--- src/rtl/fir_pkg.sv ---
// Shared constants, FSM state type and output rounding for the serial FIR MAC.
// Optional macro SERIAL_FIR_SAT_EN: saturate the output (otherwise wrap).
package fir_pkg;

  localparam int unsigned TAPS      = 32;
  localparam int unsigned AW        = 5;
  localparam int unsigned DW        = 16;
  localparam int unsigned CW        = 16;
  localparam int unsigned ACCW      = 37;
  localparam int unsigned OUT_SHIFT = 15;

  localparam logic signed [ACCW-1:0] RND_HALF = ACCW'(2 ** (OUT_SHIFT - 1));
  localparam logic signed [ACCW-1:0] SAT_MAX  = ACCW'((2 ** (DW - 1)) - 1);
  localparam logic signed [ACCW-1:0] SAT_MIN  = -ACCW'(2 ** (DW - 1));

  typedef enum logic [1:0] {
    IDLE = 2'd0,
    MAC  = 2'd1,
    DONE = 2'd2
  } fir_state_t;

  // Round-half-up, arithmetic shift, then clamp or wrap to DW bits
  function automatic logic signed [DW-1:0] round_sat(input logic signed [ACCW-1:0] acc);
    logic signed [ACCW-1:0] r;
    logic signed [DW-1:0]   res;
    r = $signed(acc + RND_HALF) >>> OUT_SHIFT;
`ifdef SERIAL_FIR_SAT_EN
    if (r > SAT_MAX) begin
      res = SAT_MAX[DW-1:0];
    end else if (r < SAT_MIN) begin
      res = SAT_MIN[DW-1:0];
    end else begin
      res = DW'(r);
    end
`else
    res = DW'(r);
`endif
    return res;
  endfunction

endpackage

--- src/rtl/fir_delay_line.sv ---
// TAPS x DW sample history: one synchronous write port, one combinational read port.
module fir_delay_line
  import fir_pkg::*;
(
  input  logic                 i_clk,
  input  logic                 i_rst,
  input  logic                 i_we,
  input  logic [AW-1:0]        i_wr_ptr,
  input  logic signed [DW-1:0] i_wr_data,
  input  logic [AW-1:0]        i_rd_idx,
  output logic signed [DW-1:0] o_rd_data_c
);

  logic signed [DW-1:0] r_line [TAPS];

  always_ff @(posedge i_clk or posedge i_rst) begin
    if (i_rst) begin
      for (int i = 0; i < TAPS; i++) begin
        r_line[i] <= '0;
      end
    end else if (i_we) begin
      r_line[i_wr_ptr] <= i_wr_data;
    end
  end

  assign o_rd_data_c = r_line[i_rd_idx];

endmodule

--- src/rtl/serial_fir_mac.sv ---
// Time-multiplexed 32-tap FIR: one MAC per clock against an external combinational ROM.
// Optional macro SERIAL_FIR_SAT_EN selects output saturation instead of wrap.
module serial_fir_mac
  import fir_pkg::*;
(
  input  logic                 clk,
  input  logic                 rst,
  input  logic                 in_valid,
  input  logic signed [DW-1:0] in_data,
  output logic                 in_ready,
  output logic [AW-1:0]        coef_addr,
  input  logic signed [CW-1:0] coef_data,
  output logic                 out_valid,
  output logic signed [DW-1:0] out_data
);

  fir_state_t                 r_state;
  fir_state_t                 w_state_nxt;
  logic [AW-1:0]              r_k;
  logic [AW-1:0]              r_wr_ptr;
  logic signed [ACCW-1:0]     r_acc;
  logic                       r_in_ready;
  logic                       r_out_valid;
  logic signed [DW-1:0]       r_out_data;
  logic                       w_accept;
  logic                       w_mac_last;
  logic [AW-1:0]              w_rd_idx;
  logic signed [DW-1:0]       w_sample;
  logic signed [DW+CW-1:0]    w_prod;

  // Index subtraction wraps naturally because TAPS is a power of two
  assign w_rd_idx = r_wr_ptr - r_k;
  assign w_prod   = w_sample * coef_data;

  fir_delay_line u_line (
    .i_clk       (clk),
    .i_rst       (rst),
    .i_we        (w_accept),
    .i_wr_ptr    (r_wr_ptr),
    .i_wr_data   (in_data),
    .i_rd_idx    (w_rd_idx),
    .o_rd_data_c (w_sample)
  );

  always_ff @(posedge clk or posedge rst) begin
    if (rst) begin
      r_state <= IDLE;
    end else begin
      r_state <= w_state_nxt;
    end
  end

  always_comb begin
    w_state_nxt = r_state;
    w_accept    = 1'b0;
    w_mac_last  = 1'b0;
    case (r_state)
      IDLE: begin
        if (in_valid && r_in_ready) begin
          w_accept    = 1'b1;
          w_state_nxt = MAC;
        end
      end
      MAC: begin
        if (r_k == AW'(TAPS - 1)) begin
          w_mac_last  = 1'b1;
          w_state_nxt = DONE;
        end
      end
      DONE:    w_state_nxt = IDLE;
      default: w_state_nxt = IDLE;
    endcase
  end

  // Accumulator, tap counter, write pointer and registered outputs
  always_ff @(posedge clk or posedge rst) begin
    if (rst) begin
      r_k         <= '0;
      r_wr_ptr    <= '0;
      r_acc       <= '0;
      r_in_ready  <= 1'b1;
      r_out_valid <= 1'b0;
      r_out_data  <= '0;
    end else begin
      r_in_ready  <= (w_state_nxt == IDLE);
      r_out_valid <= (r_state == DONE);
      if (r_state == DONE) begin
        r_out_data <= round_sat(r_acc);
      end
      if (w_accept) begin
        r_acc <= '0;
        r_k   <= '0;
      end else if (r_state == MAC) begin
        r_acc <= r_acc + ACCW'(w_prod);
        r_k   <= r_k + AW'(1);
      end
      if (w_mac_last) begin
        r_wr_ptr <= r_wr_ptr + AW'(1);
      end
    end
  end

  assign in_ready  = r_in_ready;
  assign coef_addr = r_k;
  assign out_valid = r_out_valid;
  assign out_data  = r_out_data;

endmodule

--- config.mk ---
export PLATFORM = sky130hd
export DESIGN_NAME = serial_fir_mac
export DESIGN_NICKNAME = d
export VERILOG_FILES = /design/src/rtl/fir_pkg.sv /design/src/rtl/fir_delay_line.sv /design/src/rtl/serial_fir_mac.sv
export SDC_FILE = /design/constraint.sdc
export NUM_CORES = 2
export LEC_CHECK = 0
export ABC_AREA = 1
export BUFFER_PORTS_ARGS = -buffer_cell sky130_fd_sc_hd__buf_2
export CAP_MARGIN = 30
export CORE_UTILIZATION = 47
export CTS_CLUSTER_DIAMETER = 30
export DETAILED_ROUTE_END_ITERATION = 10
export SLEW_MARGIN = 5
export SYNTH_ARGS = -nofsm -noshare
export SYNTH_HDL_FRONTEND = slang
export SYNTH_HIERARCHICAL = 1
export SYNTH_SLANG_ARGS = --single-unit
--- constraint.sdc ---
create_clock -name clk -period 39.8 [get_ports clk]
set_clock_uncertainty 0.05 [all_clocks]
set_input_delay 0 -clock clk [delete_from_list [all_inputs] [get_ports clk]]
set_output_delay 0 -clock clk [all_outputs]
set_load 0.01 [all_outputs]
==> metrics.txt <==
Starting Density=0.475; critical path data required time=roughly 40 ns; Hold Crit Class=input pin to async pin; DRC errors left=0; highest cell delay on the worst timing path=slightly below 0.8 ns; RSZ-0062 raised after global routing=false; post-synth top area cell=dfrtp_1; area share of the largest cell type after synthesis=0.381; flop2flop setup slack=roughly 30 ns; Syn-to-layout area delta=16.1%; Cells after Synth=between 4,000 and 5,000; Via density=around 5.2; worst setup path class=flip-flop to flip-flop; First-pass DRT Iterations=6; commonest non-fill, non-tap cell in the layout=nand2_1; Data arrival, critical path=between 10 and 15 ns; Mean Syn Cell Area=just under 8 um^2; core area=between 70,000 and 80,000 um^2; clock slew at reported path FFs=roughly 0.05 ns; CP max FO=between 100 and 150; I/O Buffers=57; Max Slew Vio Count=0; Global Route Usage Sum=0.274; cts repair resizes=0; setup TNS=0 ns; sequential element share of the synthesized area=0.382; Num CTS Buffers=120; headroom to the max-slew limit=0.327; Detail Placement HPWL=a little over 70,000 um; crit-path most repeated cell=nand2_1; flops & latches, synth=~570; Worst R2R Start=r_wr_ptr[0]$_DFFE_PP0P_; drt total wl=107,000 um; Final #Nets=a little over 5,000; minimum setup slack after placement=roughly 30 ns; most frequent cells in the layout=nand2_1, dfrtp_1, inv_1; H-Tree Depth=3; CTS tree=done; Max Cap Viol=0; routed vias=~31,000; post-synth net total=about 5,200; clock buffer depth=3; initial antenna violation count=4; largest net degree at the start of global routing=~170; reg-to-reg endpoint=r_acc[21]$_DFFE_PP0P_; Synth area leaders=dfrtp_1, nand2_1, fa_1; startpoint type of the worst setup path=flip-flop; antenna-violating nets left=0; number of global-route vias before repair=just over 30,000; die boundary width=285 um; Yosys cell types=between 40 and 50; gpl congestion=0.969; Worst-Skew Late Latency=0.69 ns; crit end category=flip-flop; root buffer cell=clkbuf_16; final setup fails=0; Rows=slightly above 100; first-pass GRT wire length=176,000 um; share of cells above drive strength 1=0.0867; Synthesis Warnings=6; die area=81,000 um^2; final hold slack=about 0.076 ns; Chip Height=approximately 280 um; Tmin final=roughly 10 ns; final hold violation count=0; Worst Slack Setup Final=29.50 ns; # IOs=58; Post-CTS Setup Bufs=0; gr ovfl total=0; maximum clock rate=0.0971 GHz; fin crit share=0.259; slew at the pin closest to its max-slew limit=about 1 ns; Starting DRT DRC Count=2,443; Sink Count=approximately 570; Reg2Reg Depth=33; outcome=finished clean; CP max-delay cell=buf_4; Mapped Area=approximately 38,000 um^2; WL/cell=between 15 and 20 um
## metal layers
layer	up-vias	global-route usage	part of all wire
met3	167	0.0399	0.057
met5	-	0	0.00018
met4	4	0.0875	0.027
li1	14800	-	-
met2	794	0.428	0.46
met1	15000	0.391	0.46
## through the flow
step,utilization,instance area [um^2],std cells
after floorplan,-,37600,4760
after global placement,0.484,38300,5590
after detailed placement,0.493,38900,5618
after CTS,0.551,43500,5858
after global routing,0.552,43600,5860
final,0.552,43600,5861
## synth_stat cells (all sizes together)
cell type	instances
inv	556
buf	66
fa	286
nand3b	1
xnor2	9
o22ai	5
clkbuf	252
nor2	140
o21a	2
ha	103
nand4	14
a21oi	111
o31ai	3
nand3	425
o21ai	513
a21boi	1
a22o	7
nor4	3
dfstp	1
nand2	1646
or2	6
o21bai	1
xor2	15
dfrtp	572
a21o	2
nor3	20
## kinds of logic after synthesis
family	Yosys count	synth area share
and+or+nand+nor	2255	0.248
buffers and inverters	874	0.0894
AOI/OAI and AO/OA	645	0.0884
DFF	573	0.382
adders and majority gates	389	0.187
xor gates and xnor gates	24	0.00560
## timing repair
item	in CTS	in global routing
hold buffers	19	0
hold endpoints to repair	611	0
setup endpoints to repair	0	0
## worst max-delay path by stage
stage                            start                           end  slack [ns]  cells after the start
2_1_floorplan                      rst  u_line/r_line[0]$_DFFE_PP0P_       25.45                      1
3_3_place_gp   r_wr_ptr[0]$_DFFE_PP0P_         r_acc[21]$_DFFE_PP0P_       29.71                     33
3_5_place_dp   r_wr_ptr[0]$_DFFE_PP0P_         r_acc[21]$_DFFE_PP0P_       29.75                     33
4_1_cts        r_wr_ptr[0]$_DFFE_PP0P_         r_acc[21]$_DFFE_PP0P_       29.66                     33
5_1_grt        r_wr_ptr[0]$_DFFE_PP0P_         r_acc[26]$_DFFE_PP0P_       28.93                     34
6_report       r_wr_ptr[0]$_DFFE_PP0P_         r_acc[21]$_DFFE_PP0P_       29.50                     33
## flip-flops by register name, indices dropped and copies added (netlist names)
| signal | cells |
|---|---|
| u_line/r_line | 512 |
| in_ready | 1 |
| out_data | 16 |
| coef_addr | 5 |
| r_state | 2 |
| r_wr_ptr | 5 |
| out_valid | 1 |
| r_acc | 31 |
## final cells by class
class | instances | area (um^2)
clock buffers | 155 | 3300
clock inverters | 66 | 1090
fillers | 7406 | 35400
diodes | 1 | 2.50
multi-input cells | 3313 | 19900
repair buffers | 147 | 1530
flip-flops and latches | 573 | 14300
inverters | 556 | 2110
well taps | 1050 | 1310
## worst max-delay path: cells and delay by family (launching register included)
family / cells / cell delay, ns
compound gates: 5 / 1.30
flops: 1 / 0.46
buf+inv: 10 / 2.74
fa+ha+maj: 8 / 3.79
simple gates: 10 / 1.55
Power is not shown: default switching activity piles up to over one toggle a cycle in this logic, so the estimate is an artifact.
